===== config.mk =====
export PLATFORM = sky130hd
export DESIGN_NAME = life_tile_ctrl_flat
export DESIGN_NICKNAME = d
export VERILOG_FILES = /design/src/rtl/life_pkg.sv /design/src/rtl/life_tile_ctrl_if.sv /design/src/rtl/life_boundary_4x4.sv /design/src/rtl/life_tile_ctrl.sv /design/src/flat_wrapper.sv
export SDC_FILE = /design/constraint.sdc
export NUM_CORES = 1
export LEC_CHECK = 0
export CORE_ASPECT_RATIO = 2
export CORE_MARGIN = 3
export CORE_UTILIZATION = 32
export DETAILED_ROUTE_END_ITERATION = 8
export HOLD_SLACK_MARGIN = 0.15
export SYNTH_ARGS = -nofsm -noshare
export SYNTH_HDL_FRONTEND = slang
export SYNTH_SLANG_ARGS = --single-unit

===== constraint.sdc =====
create_clock -name clk -period 2.6 [get_ports clk]
set_input_delay 0.52 -clock clk [delete_from_list [all_inputs] [get_ports clk]]
set_output_delay 0.52 -clock clk [all_outputs]
set_load 0.01 [all_outputs]

===== src/rtl/life_pkg.sv =====
// Shared definitions for the life tile controller and its helpers.
// Contents:
//   state_t     - controller FSM states (IDLE, LOAD, CHECK, STEP, SETTLE, DONE)
//   TILE_DIM    - tile edge length (4)
//   TILE_CELLS  - cells per tile (16)
//   cell_idx    - bit index of column c, row r (row 0 = north)
package life_pkg;

  localparam int TILE_DIM   = 4;
  localparam int TILE_CELLS = TILE_DIM * TILE_DIM;
  localparam int CELL_IDX_W = $clog2(TILE_CELLS);

  typedef enum logic [2:0] {
    IDLE   = 3'd0,
    LOAD   = 3'd1,
    CHECK  = 3'd2,
    STEP   = 3'd3,
    SETTLE = 3'd4,
    DONE   = 3'd5
  } state_t;

  // Columns are stored as contiguous nibbles: bit 4*c + r.
  function automatic logic [CELL_IDX_W-1:0] cell_idx(input int c, input int r);
    return CELL_IDX_W'(c * TILE_DIM + r);
  endfunction

endpackage


===== src/rtl/life_tile_ctrl_if.sv =====
// Host-side handshake bundle of life_tile_ctrl.
// Parameter: GEN_W - width of the generation count fields.
// Signals:
//   cfg_valid/cfg_ready/cfg_pattern/cfg_gens           - config request
//   res_valid/res_ready/res_pattern/res_gens/res_stable - run result
// Modports: master = host/bus adapter, slave = controller.
interface life_tile_ctrl_if #(parameter int GEN_W = 16);
  import life_pkg::*;

  logic                  cfg_valid;
  logic                  cfg_ready;
  logic [TILE_CELLS-1:0] cfg_pattern;
  logic [GEN_W-1:0]      cfg_gens;
  logic                  res_valid;
  logic                  res_ready;
  logic [TILE_CELLS-1:0] res_pattern;
  logic [GEN_W-1:0]      res_gens;
  logic                  res_stable;

  modport master (
    output cfg_valid, cfg_pattern, cfg_gens, res_ready,
    input  cfg_ready, res_valid, res_pattern, res_gens, res_stable
  );

  modport slave (
    input  cfg_valid, cfg_pattern, cfg_gens, res_ready,
    output cfg_ready, res_valid, res_pattern, res_gens, res_stable
  );

endinterface


===== src/rtl/life_boundary_4x4.sv =====
// Edge/corner neighbour generator for one 4x4 life tile (purely combinational).
// Parameter: TORUS - 0: all boundary outputs are dead (0); 1: the tile wraps onto itself.
// Ports:
//   alive          in  16  current tile state, bit 4*c+r
//   n, e, s, w     out 4   edge neighbours (n/s indexed by column, e/w by row)
//   nw, ne, se, sw out 1   corner neighbours
module life_boundary_4x4
  import life_pkg::*;
#(
  parameter bit TORUS = 1'b0
) (
  input  logic [TILE_CELLS-1:0] alive,
  output logic [TILE_DIM-1:0]   n,
  output logic [TILE_DIM-1:0]   e,
  output logic [TILE_DIM-1:0]   s,
  output logic [TILE_DIM-1:0]   w,
  output logic                  nw,
  output logic                  ne,
  output logic                  se,
  output logic                  sw
);

  // Interior cells never reach the boundary, so not every bit is read.
  logic unused_alive;
  assign unused_alive = ^alive;

  generate
    if (TORUS) begin : g_torus
      // North of row 0 is row 3 and vice versa; west of column 0 is column 3.
      for (genvar gi = 0; gi < TILE_DIM; gi++) begin : g_edge
        assign n[gi] = alive[cell_idx(gi, TILE_DIM - 1)];
        assign s[gi] = alive[cell_idx(gi, 0)];
        assign w[gi] = alive[cell_idx(TILE_DIM - 1, gi)];
        assign e[gi] = alive[cell_idx(0, gi)];
      end
      assign nw = alive[cell_idx(TILE_DIM - 1, TILE_DIM - 1)];
      assign ne = alive[cell_idx(0, TILE_DIM - 1)];
      assign sw = alive[cell_idx(TILE_DIM - 1, 0)];
      assign se = alive[cell_idx(0, 0)];
    end else begin : g_dead
      assign n  = '0;
      assign e  = '0;
      assign s  = '0;
      assign w  = '0;
      assign nw = 1'b0;
      assign ne = 1'b0;
      assign se = 1'b0;
      assign sw = 1'b0;
    end
  endgenerate

endmodule


===== src/rtl/life_tile_ctrl.sv =====
// Controller for one life_array_4x4 tile: loads a seed, pulses step once per
// generation, and returns the final board and the number of generations run.
// Parameters: TORUS (boundary wrap), GEN_W (generation counter width).
// Optional feature macro: STABLE_STOP_EN - stop early when the board stops changing.
// Ports:
//   clk, reset            clock and synchronous active-high reset
//   bus                   life_tile_ctrl_if.slave (config + result handshakes)
//   busy                  high in every state except IDLE
//   arr_val/arr_write_enb seed write into the tile
//   arr_step              one-cycle generation pulse
//   arr_alive/arr_alive_prev tile state and its previous generation
//   arr_n/e/s/w, arr_nw/ne/se/sw  tile boundary neighbours
module life_tile_ctrl
  import life_pkg::*;
#(
  parameter bit TORUS = 1'b0,
  parameter int GEN_W = 16
) (
  input  logic                  clk,
  input  logic                  reset,
  life_tile_ctrl_if.slave       bus,
  output logic                  busy,
  output logic [TILE_CELLS-1:0] arr_val,
  output logic                  arr_write_enb,
  output logic                  arr_step,
  input  logic [TILE_CELLS-1:0] arr_alive,
  input  logic [TILE_CELLS-1:0] arr_alive_prev,
  output logic                  arr_nw,
  output logic                  arr_ne,
  output logic                  arr_se,
  output logic                  arr_sw,
  output logic [TILE_DIM-1:0]   arr_n,
  output logic [TILE_DIM-1:0]   arr_e,
  output logic [TILE_DIM-1:0]   arr_s,
  output logic [TILE_DIM-1:0]   arr_w
);

  state_t                state_reg, state_next;
  logic [TILE_CELLS-1:0] pattern_reg;
  logic [GEN_W-1:0]      remaining_reg;
  logic [GEN_W-1:0]      gen_cnt_reg;
  logic [TILE_CELLS-1:0] res_pattern_reg;
  logic                  stop_hit;

`ifdef STABLE_STOP_EN
  logic stable_reg;
  // gen_cnt>=1 keeps the freshly written seed from being compared with stale history.
  assign stop_hit       = (gen_cnt_reg != '0) && (arr_alive == arr_alive_prev);
  assign bus.res_stable = stable_reg;
`else
  logic unused_prev;
  assign unused_prev    = ^arr_alive_prev;
  assign stop_hit       = 1'b0;
  assign bus.res_stable = 1'b0;
`endif

  always_ff @(posedge clk) begin
    if (reset) state_reg <= IDLE;
    else       state_reg <= state_next;
  end

  always_comb begin
    state_next    = state_reg;
    bus.cfg_ready = 1'b0;
    bus.res_valid = 1'b0;
    arr_write_enb = 1'b0;
    arr_step      = 1'b0;
    arr_val       = '0;
    busy          = 1'b1;
    case (state_reg)
      IDLE: begin
        bus.cfg_ready = 1'b1;
        busy          = 1'b0;
        if (bus.cfg_valid) state_next = LOAD;
      end
      LOAD: begin
        arr_write_enb = 1'b1;
        arr_val       = pattern_reg;
        state_next    = CHECK;
      end
      CHECK: begin
        if (remaining_reg == '0 || stop_hit) state_next = DONE;
        else                                 state_next = STEP;
      end
      STEP: begin
        arr_step   = 1'b1;
        state_next = SETTLE;
      end
      SETTLE: state_next = CHECK;
      DONE: begin
        bus.res_valid = 1'b1;
        if (bus.res_ready) state_next = IDLE;
      end
      default: state_next = IDLE;
    endcase
  end

  always_ff @(posedge clk) begin
    if (reset) begin
      pattern_reg     <= '0;
      remaining_reg   <= '0;
      gen_cnt_reg     <= '0;
      res_pattern_reg <= '0;
    end else begin
      case (state_reg)
        IDLE: begin
          if (bus.cfg_valid) begin
            pattern_reg   <= bus.cfg_pattern;
            remaining_reg <= bus.cfg_gens;
            gen_cnt_reg   <= '0;
          end
        end
        CHECK: begin
          if (state_next == DONE) res_pattern_reg <= arr_alive;
        end
        SETTLE: begin
          // Count the generation only after step has dropped, so the tile's toggle has cleared.
          if (remaining_reg != '0) remaining_reg <= remaining_reg - GEN_W'(1);
          if (gen_cnt_reg != '1)   gen_cnt_reg   <= gen_cnt_reg + GEN_W'(1);
        end
        default: ;
      endcase
    end
  end

`ifdef STABLE_STOP_EN
  always_ff @(posedge clk) begin
    if (reset)                                    stable_reg <= 1'b0;
    else if (state_reg == IDLE && bus.cfg_valid)  stable_reg <= 1'b0;
    else if (state_reg == CHECK && stop_hit)      stable_reg <= 1'b1;
  end
`endif

  assign bus.res_pattern = res_pattern_reg;
  assign bus.res_gens    = gen_cnt_reg;

  life_boundary_4x4 #(.TORUS(TORUS)) u_boundary (
    .alive (arr_alive),
    .n     (arr_n),
    .e     (arr_e),
    .s     (arr_s),
    .w     (arr_w),
    .nw    (arr_nw),
    .ne    (arr_ne),
    .se    (arr_se),
    .sw    (arr_sw)
  );

endmodule


===== src/flat_wrapper.sv =====
// flat-port wrapper written by rule: the top's interface ports become plain ports
module life_tile_ctrl_flat import life_pkg::*;
#(
  parameter bit TORUS = 1'b0,
  parameter int GEN_W = 16
)
  (clk, reset, busy, arr_val, arr_write_enb, arr_step, arr_alive, arr_alive_prev, arr_nw, arr_ne, arr_se, arr_sw, arr_n, arr_e, arr_s, arr_w, bus_cfg_valid, bus_cfg_pattern, bus_cfg_gens, bus_res_ready, bus_cfg_ready, bus_res_valid, bus_res_pattern, bus_res_gens, bus_res_stable);
  life_tile_ctrl_if #(.GEN_W(GEN_W)) bus_i ();
  input  logic clk;
  input  logic reset;
  output logic busy;
  output logic [TILE_CELLS-1:0] arr_val;
  output logic arr_write_enb;
  output logic arr_step;
  input  logic [TILE_CELLS-1:0] arr_alive;
  input  logic [TILE_CELLS-1:0] arr_alive_prev;
  output logic arr_nw;
  output logic arr_ne;
  output logic arr_se;
  output logic arr_sw;
  output logic [TILE_DIM-1:0] arr_n;
  output logic [TILE_DIM-1:0] arr_e;
  output logic [TILE_DIM-1:0] arr_s;
  output logic [TILE_DIM-1:0] arr_w;
  input wire logic [$bits(bus_i.cfg_valid)-1:0] bus_cfg_valid;
  input wire logic [$bits(bus_i.cfg_pattern)-1:0] bus_cfg_pattern;
  input wire logic [$bits(bus_i.cfg_gens)-1:0] bus_cfg_gens;
  input wire logic [$bits(bus_i.res_ready)-1:0] bus_res_ready;
  output wire logic [$bits(bus_i.cfg_ready)-1:0] bus_cfg_ready;
  output wire logic [$bits(bus_i.res_valid)-1:0] bus_res_valid;
  output wire logic [$bits(bus_i.res_pattern)-1:0] bus_res_pattern;
  output wire logic [$bits(bus_i.res_gens)-1:0] bus_res_gens;
  output wire logic [$bits(bus_i.res_stable)-1:0] bus_res_stable;
  assign bus_i.cfg_valid = bus_cfg_valid;
  assign bus_i.cfg_pattern = bus_cfg_pattern;
  assign bus_i.cfg_gens = bus_cfg_gens;
  assign bus_i.res_ready = bus_res_ready;
  assign bus_cfg_ready = bus_i.cfg_ready;
  assign bus_res_valid = bus_i.res_valid;
  assign bus_res_pattern = bus_i.res_pattern;
  assign bus_res_gens = bus_i.res_gens;
  assign bus_res_stable = bus_i.res_stable;
  life_tile_ctrl #(.TORUS(TORUS), .GEN_W(GEN_W)) u_core (.clk(clk), .reset(reset), .bus(bus_i), .busy(busy), .arr_val(arr_val), .arr_write_enb(arr_write_enb), .arr_step(arr_step), .arr_alive(arr_alive), .arr_alive_prev(arr_alive_prev), .arr_nw(arr_nw), .arr_ne(arr_ne), .arr_se(arr_se), .arr_sw(arr_sw), .arr_n(arr_n), .arr_e(arr_e), .arr_s(arr_s), .arr_w(arr_w));
endmodule

Word-level counts from Yosys, hierarchy flattened. Cells that the tools add are included.

Add/sub/neg operators: 2. Eq/ne operators: 10. Mux-type cells: 16. Reduce and logical (&&, ||, !) cells: 9.

Operators by type and width (number): 2-to-1 mux 16 bit (5); case mux 16 bit (2 select lines) (2); adder 16 x 1 -> 16 bit, second input constant (1); logical NOT 16 bit (1); inequality test 16 bit, second input constant (1); nonzero test 16 bit (1); subtractor 16 x 1 -> 16 bit, second input constant (1); case mux 3 bit (5 select lines) (1); equality test 3 bit, second input constant (3); 2-to-1 mux 3 bit (3); equality test 3 x 2 -> 1 bit, second input constant (2); AND reduction 3 bit (2); 2-to-1 mux 1 bit (5); inequality test 2 x 1 -> 1 bit, second input constant (2); AND reduction 2 bit (2); equality test 3 x 1 -> 1 bit, second input constant (1); logical NOT 3 bit (1); inequality test 2 bit, second input constant (1); nonzero test 2 bit (1); OR reduction 2 bit (1).

Output and inout port bits: 74. Bits in registers: 67. Input bits: 68.

Longest topological paths before layout. Gate-level depths: netlist of run 1.

Depth in word-level cells: 5. Depth in mapped cells: 8. Mapped depth without buffers: 7.

Hierarchy. Synthesis of run 1 repeated with hierarchy kept, for this count alone.

Cells, all modules: 426. Area, all modules: 3514.6 um^2.

Modules (own cells, without submodules): life_tile_ctrl (seq. area each 1341.3 um^2, area an instance 3360.7 um^2, instances 1, cells each 405); life_boundary_4x4 (seq. area each 0.0 um^2, area an instance 153.9 um^2, instances 1, cells each 21).

Worst setup path after synthesis of run 1. OpenSTA, ideal clock, no wires.

Path type: reg-to-reg. Start: register u_core.remaining_reg[0]. End: register u_core.res_pattern_reg[10], in the netlist u_core.bus.res_pattern[10]. Path slack: 0.380 ns. Arrival time: 2.093 ns. Clock period less this slack: 2.220 ns. Required time: 2.472 ns. Cell stages (with the launch flop): 9. Path buffers: 1. Path through: dfxtp_1 > inv_1 > ha_1 > nor3b_1 > nand3_1 > nor4_4 > buf_4 > mux2i_1 > nor2_1.

Longest elaborated chain between the ends: 5.

RTL lines: start, declared (line life_tile_ctrl.sv:40) `logic [GEN_W-1:0] remaining_reg;`; start signal, assigned (line life_tile_ctrl.sv:109) `remaining_reg <= bus.cfg_gens;`; start signal, assigned (line life_tile_ctrl.sv:118) `if (remaining_reg != '0) remaining_reg <= remaining_reg - GEN_W'(1);`; logical NOT 16 bit (line life_tile_ctrl.sv:82) `if (remaining_reg == '0 || stop_hit) state_next = DONE;`; 2-to-1 mux 3 bit (line life_tile_ctrl.sv:82); case mux 3 bit (5 select lines) (line life_tile_ctrl.sv:70) `case (state_reg)`; equality test 3 bit (line life_tile_ctrl.sv:114) `if (state_next == DONE) res_pattern_reg <= arr_alive;`; AND reduction 2 bit (no source line); end signal, assigned (line life_tile_ctrl.sv:114); end, declared (line life_tile_ctrl.sv:42) `logic [TILE_CELLS-1:0] res_pattern_reg;`.

Every way passes these cells. A chain may end at the register's enable or synchronous reset.

Worst setup path in the final report of run 1.
Start: register u_core.state_reg[1]. End: output arr_val[6].

Longest elaborated chain between the ends: 2.

RTL lines: start, declared (line life_tile_ctrl.sv:38) `state_t state_reg, state_next;`; start signal, assigned (line life_tile_ctrl.sv:59) `else state_reg <= state_next;`; equality test 3 x 1 -> 1 bit (line life_tile_ctrl.sv:70); 2-to-1 mux 16 bit (line life_tile_ctrl.sv:70); end, declared (line flat_wrapper.sv:12) `output logic [TILE_CELLS-1:0] arr_val;`.

Every way passes these cells.

==> results of run 1 <==
-- report_power, final --
part / leakage (nW) / switching (mW) / internal [mW]
combinational: 1.06 / 0.416 / 0.323
clock: 0.124 / 0.462 / 0.672
sequential: 0.545 / 0.0642 / 1.10
total: 1.73 / 0.942 / 2.10
-- cells by family after synthesis --
| group | share of synthesized area |
|---|---|
| AOI/OAI and AO/OA | 0.154 |
| DFF | 0.393 |
| and+or+nand+nor | 0.279 |
| other | 0.00110 |
| xor gates and xnor gates | 0.0333 |
| muxes | 0.0469 |
| adders and majority gates | 0.00732 |
| buffers and inverters | 0.0857 |
-- cells in the final DEF, fill, tap and decap left out, types with 9 or more instances in the layout --
| cell type | count |
|---|---|
| sky130_fd_sc_hd__mux2i_1 | 16 |
| sky130_fd_sc_hd__and2_1 | 17 |
| sky130_fd_sc_hd__nor2_1 | 48 |
| sky130_fd_sc_hd__dfxtp_1 | 67 |
| sky130_fd_sc_hd__conb_1 | 21 |
| sky130_fd_sc_hd__nor3_1 | 13 |
| sky130_fd_sc_hd__nand3_1 | 9 |
| sky130_fd_sc_hd__o21ai_0 | 21 |
| sky130_fd_sc_hd__a21oi_1 | 39 |
| sky130_fd_sc_hd__clkdlybuf4s50_1 | 103 |
| sky130_fd_sc_hd__buf_4 | 14 |
| sky130_fd_sc_hd__clkbuf_16 | 9 |
| sky130_fd_sc_hd__nand2_1 | 59 |
-- metrics by stage --
| stage | cell area (um2) | hold slack, ns | util | power, mW | worst slack, ns |
|---|---|---|---|---|---|
| final | 4840 | 0.451 | 0.471 | 3.04 | 0.140 |
| after global routing | 4840 | 0.469 | 0.471 | 3.20 | 0.0245 |
| after CTS | 4840 | 0.454 | 0.471 | 3.08 | 0.108 |
| after detailed placement | 4560 | 0.445 | 0.444 | 1.92 | 0.310 |
| after global placement | 4560 | 0.438 | 0.444 | 1.91 | 0.340 |
| after floorplan | 3490 | 0.432 | - | 1.63 | 0.380 |
-- cell type report --
type	instances	area [um2]
Sequential cell	67	1340
Clock buffer	11	243
Tap cell	135	169
Inverter	6	22.5
Timing Repair Buffer	119	1160
Fill cell	1069	5440
Clock inverter	5	38.8
Multi-Input combinational cell	332	1870
-- worst max path at each step --
stage / start / endpoint / slack (ns) / depth (start not counted)
after global placement: u_core.remaining_reg[0]$_SDFFE_PP0P_ / u_core.remaining_reg[11]$_SDFFE_PP0P_ / 0.34 / 7
after CTS: u_core.state_reg[1]$_SDFF_PP0_ / arr_val[6] / 0.11 / 4
after global routing: u_core.state_reg[1]$_SDFF_PP0_ / arr_val[6] / 0.02 / 4
final: u_core.state_reg[1]$_SDFF_PP0_ / arr_val[6] / 0.14 / 4
after floorplan: u_core.remaining_reg[0]$_SDFFE_PP0P_ / u_core.bus.res_pattern[10]$_SDFFE_PP0P_ / 0.38 / 8
after detailed placement: u_core.remaining_reg[0]$_SDFFE_PP0P_ / u_core.remaining_reg[14]$_SDFFE_PP0P_ / 0.31 / 7
-- worst reg2reg max path: cells and delay by family (launching register included) --
family,cells,cell delay [ns]
flip-flops,1,0.35
AO/OA/AOI/OAI,3,0.71
adder cells (fa/ha/maj),1,0.20
AND/OR/NAND/NOR,2,0.89
buffers and inverters,1,0.07
-- metal layers --
metal	wire, um	global-route usage	part of all wire	up-vias
met5	0	0	0	-
met1	3510	0.161	0.36	1603
met3	720	0.0580	0.073	13
met4	171	0.0648	0.017	0
met2	5480	0.307	0.55	127
li1	-	-	-	1659
==> out/summary.txt, run 1 <==
Number of antenna repair diodes - 0
Class of the worst hold path - reg2reg
Via count of the first global-routing pass - 3354
Result of the run - finished clean
Initial cell density of the core - 0.332
Endpoint of the most critical register-to-register path - u_core.remaining_reg[13]$_SDFFE_PP0P_
Register bit count reported by yosys - 67
Worst skew pair latency - 0.33 ns
Setup clock skew after layout - 0.00659 ns
Setup repair after global routing missed its margin - false
Non-filler instance count after layout - 675
Layout Nets - 605
HPWL after detailed placement - 7480 um
Root Buffer Master - sky130_fd_sc_hd__clkbuf_16
Endpoint type of the worst setup path - output port
Pin count of the biggest net entering global routing - 36
Crit share post-route - 0.946
Inst Count DP - 659
Cell area after synthesis - 0.00342 mm2
Average cell area after synthesis - 7.95 um2
Power per cell area - 627 mW/mm2
FF-to-FF Start - u_core.remaining_reg[0]$_SDFFE_PP0P_
Synth-to-layout area growth - 41.7%
Average vias per placed instance - 5.04
Number of I/O port buffers - 104
Overall fraction of global-route tracks in use - 0.165
Hold_buf cts - 0
Critical path peak fanout - 17
Number of failing hold endpoints at the final stage - 0
Achievable Freq - 0.406 GHz
WP buf/inv - 2
DRC errors left - 0
R2R Setup Slk - 0.31 ns
Overall die area - 0.0120 mm2
Synthesized instance count - 430
Startpoint types - flop
Largest delay contributor family on the critical path - buffers and inverters
Worst Path Arrival - 1.94 ns
Main area contributors after synthesis - sky130_fd_sc_hd__dfxtp_1, sky130_fd_sc_hd__nand2_1, sky130_fd_sc_hd__a21oi_1
Count of yosys warnings during synthesis - 0
First-pass GRT wire length - 15900 um
Hold_sp - u_core.pattern_reg[15]$_SDFFE_PP0P_
Worst path slowest cell - sky130_fd_sc_hd__clkdlybuf4s50_1
Max-slew violations - 0
Worst hold path cell count - 2
Peak per-stage delay on the critical path - 0.57 ns
Most common cell in the netlist - sky130_fd_sc_hd__dfxtp_1
Slew of the pin with the lowest slew margin - 0.581 ns
Overall routed net length - 9880 um
Synth top area share - 0.393
Final number of setup-violating endpoints - 0
Die Width - 79.1 um
Cell type with the largest total area after synthesis - sky130_fd_sc_hd__dfxtp_1
Post-synthesis async set-or-reset flop share - 0
Clock-pin transition on the worst setup and hold timing paths - 0.06 ns
Number of antenna violations at the first check in global routing - 0
List of most frequent post-synthesis cells - sky130_fd_sc_hd__dfxtp_1, sky130_fd_sc_hd__nand2_1, sky130_fd_sc_hd__nor2_1
Number of gates resized after cts - 0
Post-synth EDFFs - 0
Ys flop type - sky130_fd_sc_hd__dfxtp_1
Total Negative Setup Slacks - 0 ns
Residual antenna-violating net count after detailed routing - 0
Sequential fraction of the synthesis area - 0.393
Max_cap viols - 0
CTS tree - built
# H-tree levels - 3
Normalized max-slew margin - 0.609
Netlist cell types - 49
Placeable core region - 0.0103 mm2
Clk buf depth - 2
R2R cell count - 7
Static leakage - 1.73 nW
Data required, critical path - 2.08 ns
Number of setup buffers added after CTS - 0
Detailed-routing iteration count for the pre-antenna-repair pass - 4
Total via count in the routed design - 3402
Ordered cell list for the critical path - nor3_1, buf_4, and2_1, clkdlybuf4s50_1
Number of design-rule violations left by the first detailed-router iteration - 105
Number of sinks handled by clock tree synthesis - 67
TritonCTS buffer count - 9
Type of the worst setup path - reg2out
Fraction of final layout cells sized beyond drive strength 1 - 0.0759
Wire per inst - 14.6 um
Peak ir drop on the vdd network - 360 uV
Die height - 152 um
Number of placed I/O pins - 142
Min cycle time layout - 2.46 ns
Routability cong. - 0.845
Hold worst-path end - u_core.pattern_reg[15]$_SDFFE_PP0P_
Remaining global-route overflow - 0
Number of placement rows - 52
No activity file was read; power rests on OpenSTA's default activity.
==> run 2, diff against run 1 <==
--- a/config.mk
+++ b/config.mk
@@ -6,7 +6,6 @@
 export NUM_CORES = 1
 export LEC_CHECK = 0
 export CORE_ASPECT_RATIO = 2
-export CORE_MARGIN = 3
 export CORE_UTILIZATION = 32
 export DETAILED_ROUTE_END_ITERATION = 8
 export HOLD_SLACK_MARGIN = 0.15
==> run 2 against run 1 <==
Utilization decreased by 1.1 points. Design area is 0.49% lower. Combinational power down 2%. Non-clock buffer count decreased by 2. Largest cell class unchanged.
==> out/summary.txt, run 2 (synthesized netlist as in run 1, its figures left out) <==
Result of the run - finished clean (unchanged)
Worst path slowest cell - sky130_fd_sc_hd__clkdlybuf4s50_1 (unchanged)
Number of I/O port buffers - 104 (unchanged)
CTS tree - built (unchanged)
Setup clock skew after layout - 0.00567 ns (was 0.00659 ns)
Slew of the pin with the lowest slew margin - 0.578 ns (was 0.581 ns)
Normalized max-slew margin - 0.611 (was 0.609)
Worst Path Arrival - 1.91 ns (was 1.94 ns)
Most common cell after layout, fill and taps aside - sky130_fd_sc_hd__clkdlybuf4s50_1 (unchanged)
Via count of the first global-routing pass - 3393 (was 3354)
Max_cap viols - 0 (unchanged)
Commonest non-fill, non-tap cells in the layout - sky130_fd_sc_hd__clkdlybuf4s50_1, sky130_fd_sc_hd__dfxtp_1, sky130_fd_sc_hd__nand2_1 (unchanged)
Worst setup margin - 0.169 ns (was 0.140 ns)
Fraction of final layout cells sized beyond drive strength 1 - 0.0745 (was 0.0759)
Die Width - 75.1 um (was 79.1 um)
Peak per-stage delay on the critical path - 0.56 ns (was 0.57 ns)
Class of the worst hold path - reg2reg (unchanged)
Startpoint types - flop (unchanged)
Number of failing hold endpoints at the final stage - 0 (unchanged)
Overall fraction of global-route tracks in use - 0.182 (was 0.165)
Number of placement rows - 53 (was 52)
Layout Nets - 603 (was 605)
Worst skew pair latency - 0.33 ns (about the same)
Number of sinks handled by clock tree synthesis - 67 (unchanged)
Achievable Freq - 0.411 GHz (was 0.406 GHz)
Peak ir drop on the vdd network - 375 uV (was 360 uV)
Fraction of power spent switching nets - 0.311 (was 0.310)
Portion of total power attributed to sequential cells - 0.392 (was 0.383)
Number of placed I/O pins - 142 (unchanged)
Total Negative Setup Slacks - 0 ns (unchanged)
Clock power share - 0.365 (was 0.374)
Clk buf depth - 2 (unchanged)
Data required, critical path - 2.08 ns (about the same)
HPWL after detailed placement - 7150 um (was 7480 um)
Crit share post-route - 0.935 (was 0.946)
Critical path peak fanout - 17 (unchanged)
Pin count of the biggest net entering global routing - 36 (unchanged)
Die height - 148 um (was 152 um)
Detailed-routing iteration count for the pre-antenna-repair pass - 6 (was 4)
Max-slew violations - 0 (unchanged)
Overall die area - 0.0111 mm2 (was 0.0120 mm2)
Synth-to-layout area growth - 41.0% (was 41.7%)
Final number of setup-violating endpoints - 0 (unchanged)
Residual antenna-violating net count after detailed routing - 0 (unchanged)
Static leakage - 1.72 nW (was 1.73 nW)
# H-tree levels - 3 (unchanged)
Number of antenna repair diodes - 0 (unchanged)
Initial cell density of the core - 0.326 (was 0.332)
Largest delay contributor family on the critical path - buffers and inverters (unchanged)
Number of antenna violations at the first check in global routing - 0 (unchanged)
Power per cell area - 620 mW/mm2 (was 627 mW/mm2)
Endpoint type of the worst setup path - output port (unchanged)
Placeable core region - 0.0105 mm2 (was 0.0103 mm2)
Ordered cell list for the critical path - nor3_1, buf_4, and2_1, clkdlybuf4s50_1 (unchanged)
First-pass GRT wire length - 15500 um (was 15900 um)
Overall routed net length - 9540 um (was 9880 um)
DRC errors left - 0 (unchanged)
Remaining global-route overflow - 0 (unchanged)
WP buf/inv - 2 (unchanged)
Setup repair after global routing missed its margin - false (unchanged)
Routability cong. - 0.824 (was 0.845)
Number of design-rule violations left by the first detailed-router iteration - 83 (was 105)
Average vias per placed instance - 4.95 (was 5.04)
Type of the worst setup path - reg2out (unchanged)
Clock-pin transition on the worst setup and hold timing paths - 0.05 ns (was 0.06 ns)
Min cycle time layout - 2.43 ns (was 2.46 ns)
Gate power share - 0.243 (about the same)
Power dissipated by switching net loads - 0.928 mW (was 0.942 mW)
Internal power - 2.06 mW (was 2.10 mW)
Wire per inst - 14.1 um (was 14.6 um)
TritonCTS buffer count - 9 (unchanged)
Total via count in the routed design - 3337 (was 3402)
Placement Setup Slack - 0.336 ns (was 0.310 ns)
Root Buffer Master - sky130_fd_sc_hd__clkbuf_16 (unchanged)
Hold_buf cts - 0 (unchanged)
## run 2: changes by cell type in the layout (fill, tap and decap cells not counted)
cell / delta
sky130_fd_sc_hd__dfxtp_2: +1
sky130_fd_sc_hd__buf_4: -2
sky130_fd_sc_hd__clkbuf_8: -1
sky130_fd_sc_hd__clkinv_2: +1
sky130_fd_sc_hd__clkbuf_1: -1
sky130_fd_sc_hd__dfxtp_1: -1
## run 2: power by group through the flow
stage | logic [mW] | clock network [mW] | registers [mW]
after detailed placement | 0.726 | 0 | 1.19
after CTS | 0.731 | 1.12 | 1.17
after floorplan | 0.464 | 0 | 1.17
after global routing | 0.798 | 1.17 | 1.18
after global placement | 0.722 | 0 | 1.18
final | 0.726 | 1.09 | 1.17
## run 2: path summary, 6_finish.rpt
check | to | start | cells past startpoint | slack, ns
hold reg to reg | u_core.pattern_reg[6]$_SDFFE_PP0P_ | u_core.pattern_reg[6]$_SDFFE_PP0P_ | 2 | 0.45
setup reg to reg | u_core.remaining_reg[12]$_SDFFE_PP0P_ | u_core.remaining_reg[0]$_SDFFE_PP0P_ | 7 | 0.30
hold / removal | u_core.pattern_reg[6]$_SDFFE_PP0P_ | u_core.pattern_reg[6]$_SDFFE_PP0P_ | 2 | 0.45
setup / recovery | arr_val[10] | u_core.state_reg[1]$_SDFF_PP0_ | 4 | 0.17
## run 2: layer usage
metal / up-vias / part of all wire / GRT usage / wire, um
met5: - / 0 / 0 / 0
met4: 0 / 0.029 / 0.0934 / 278
met3: 23 / 0.059 / 0.0481 / 560
met2: 122 / 0.55 / 0.330 / 5200
met1: 1545 / 0.37 / 0.183 / 3490
li1: 1647 / - / - / -
## run 2: final cells by class
type | count | area, um2
timing repair buffer | 117 | 1150
fill | 1085 | 5660
multi-input combinational | 332 | 1870
clock inverter | 6 | 43.8
sequential | 67 | 1340
inverter | 6 | 22.5
tap | 137 | 171
clock buffer | 9 | 225
## run 2: worst register-to-register path: stages (launching register included)
cell and delay, ns:
sky130_fd_sc_hd__dfxtp_1 0.35, sky130_fd_sc_hd__inv_1 0.08, sky130_fd_sc_hd__ha_1 0.20, sky130_fd_sc_hd__or3b_2 0.51, sky130_fd_sc_hd__nor2_1 0.38, sky130_fd_sc_hd__a31o_2 0.41
sky130_fd_sc_hd__o21ai_0 0.17, sky130_fd_sc_hd__a21oi_1 0.15
## run 2: stage by stage
stage          total power, mW  instances  utilization  cell area (um2)  hold slack, ns
6_report                  2.99        674        0.460             4820           0.448
3_5_place_dp              1.91        659        0.434             4550           0.445
4_1_cts                   3.02        674        0.460             4820           0.453
5_1_grt                   3.15        674        0.460             4820           0.472
2_1_floorplan             1.63        450            -             3490           0.432
3_3_place_gp              1.91        659        0.434             4550           0.439
## run 2: repair_timing
| action | in CTS | in global routing |
|---|---|---|
| setup endpoints to repair | 0 | 15 |
| buffers inserted | 0 | 0 |
| endpoints found under the hold margin | 0 | 0 |
| gates resized for setup | 0 | 1 |
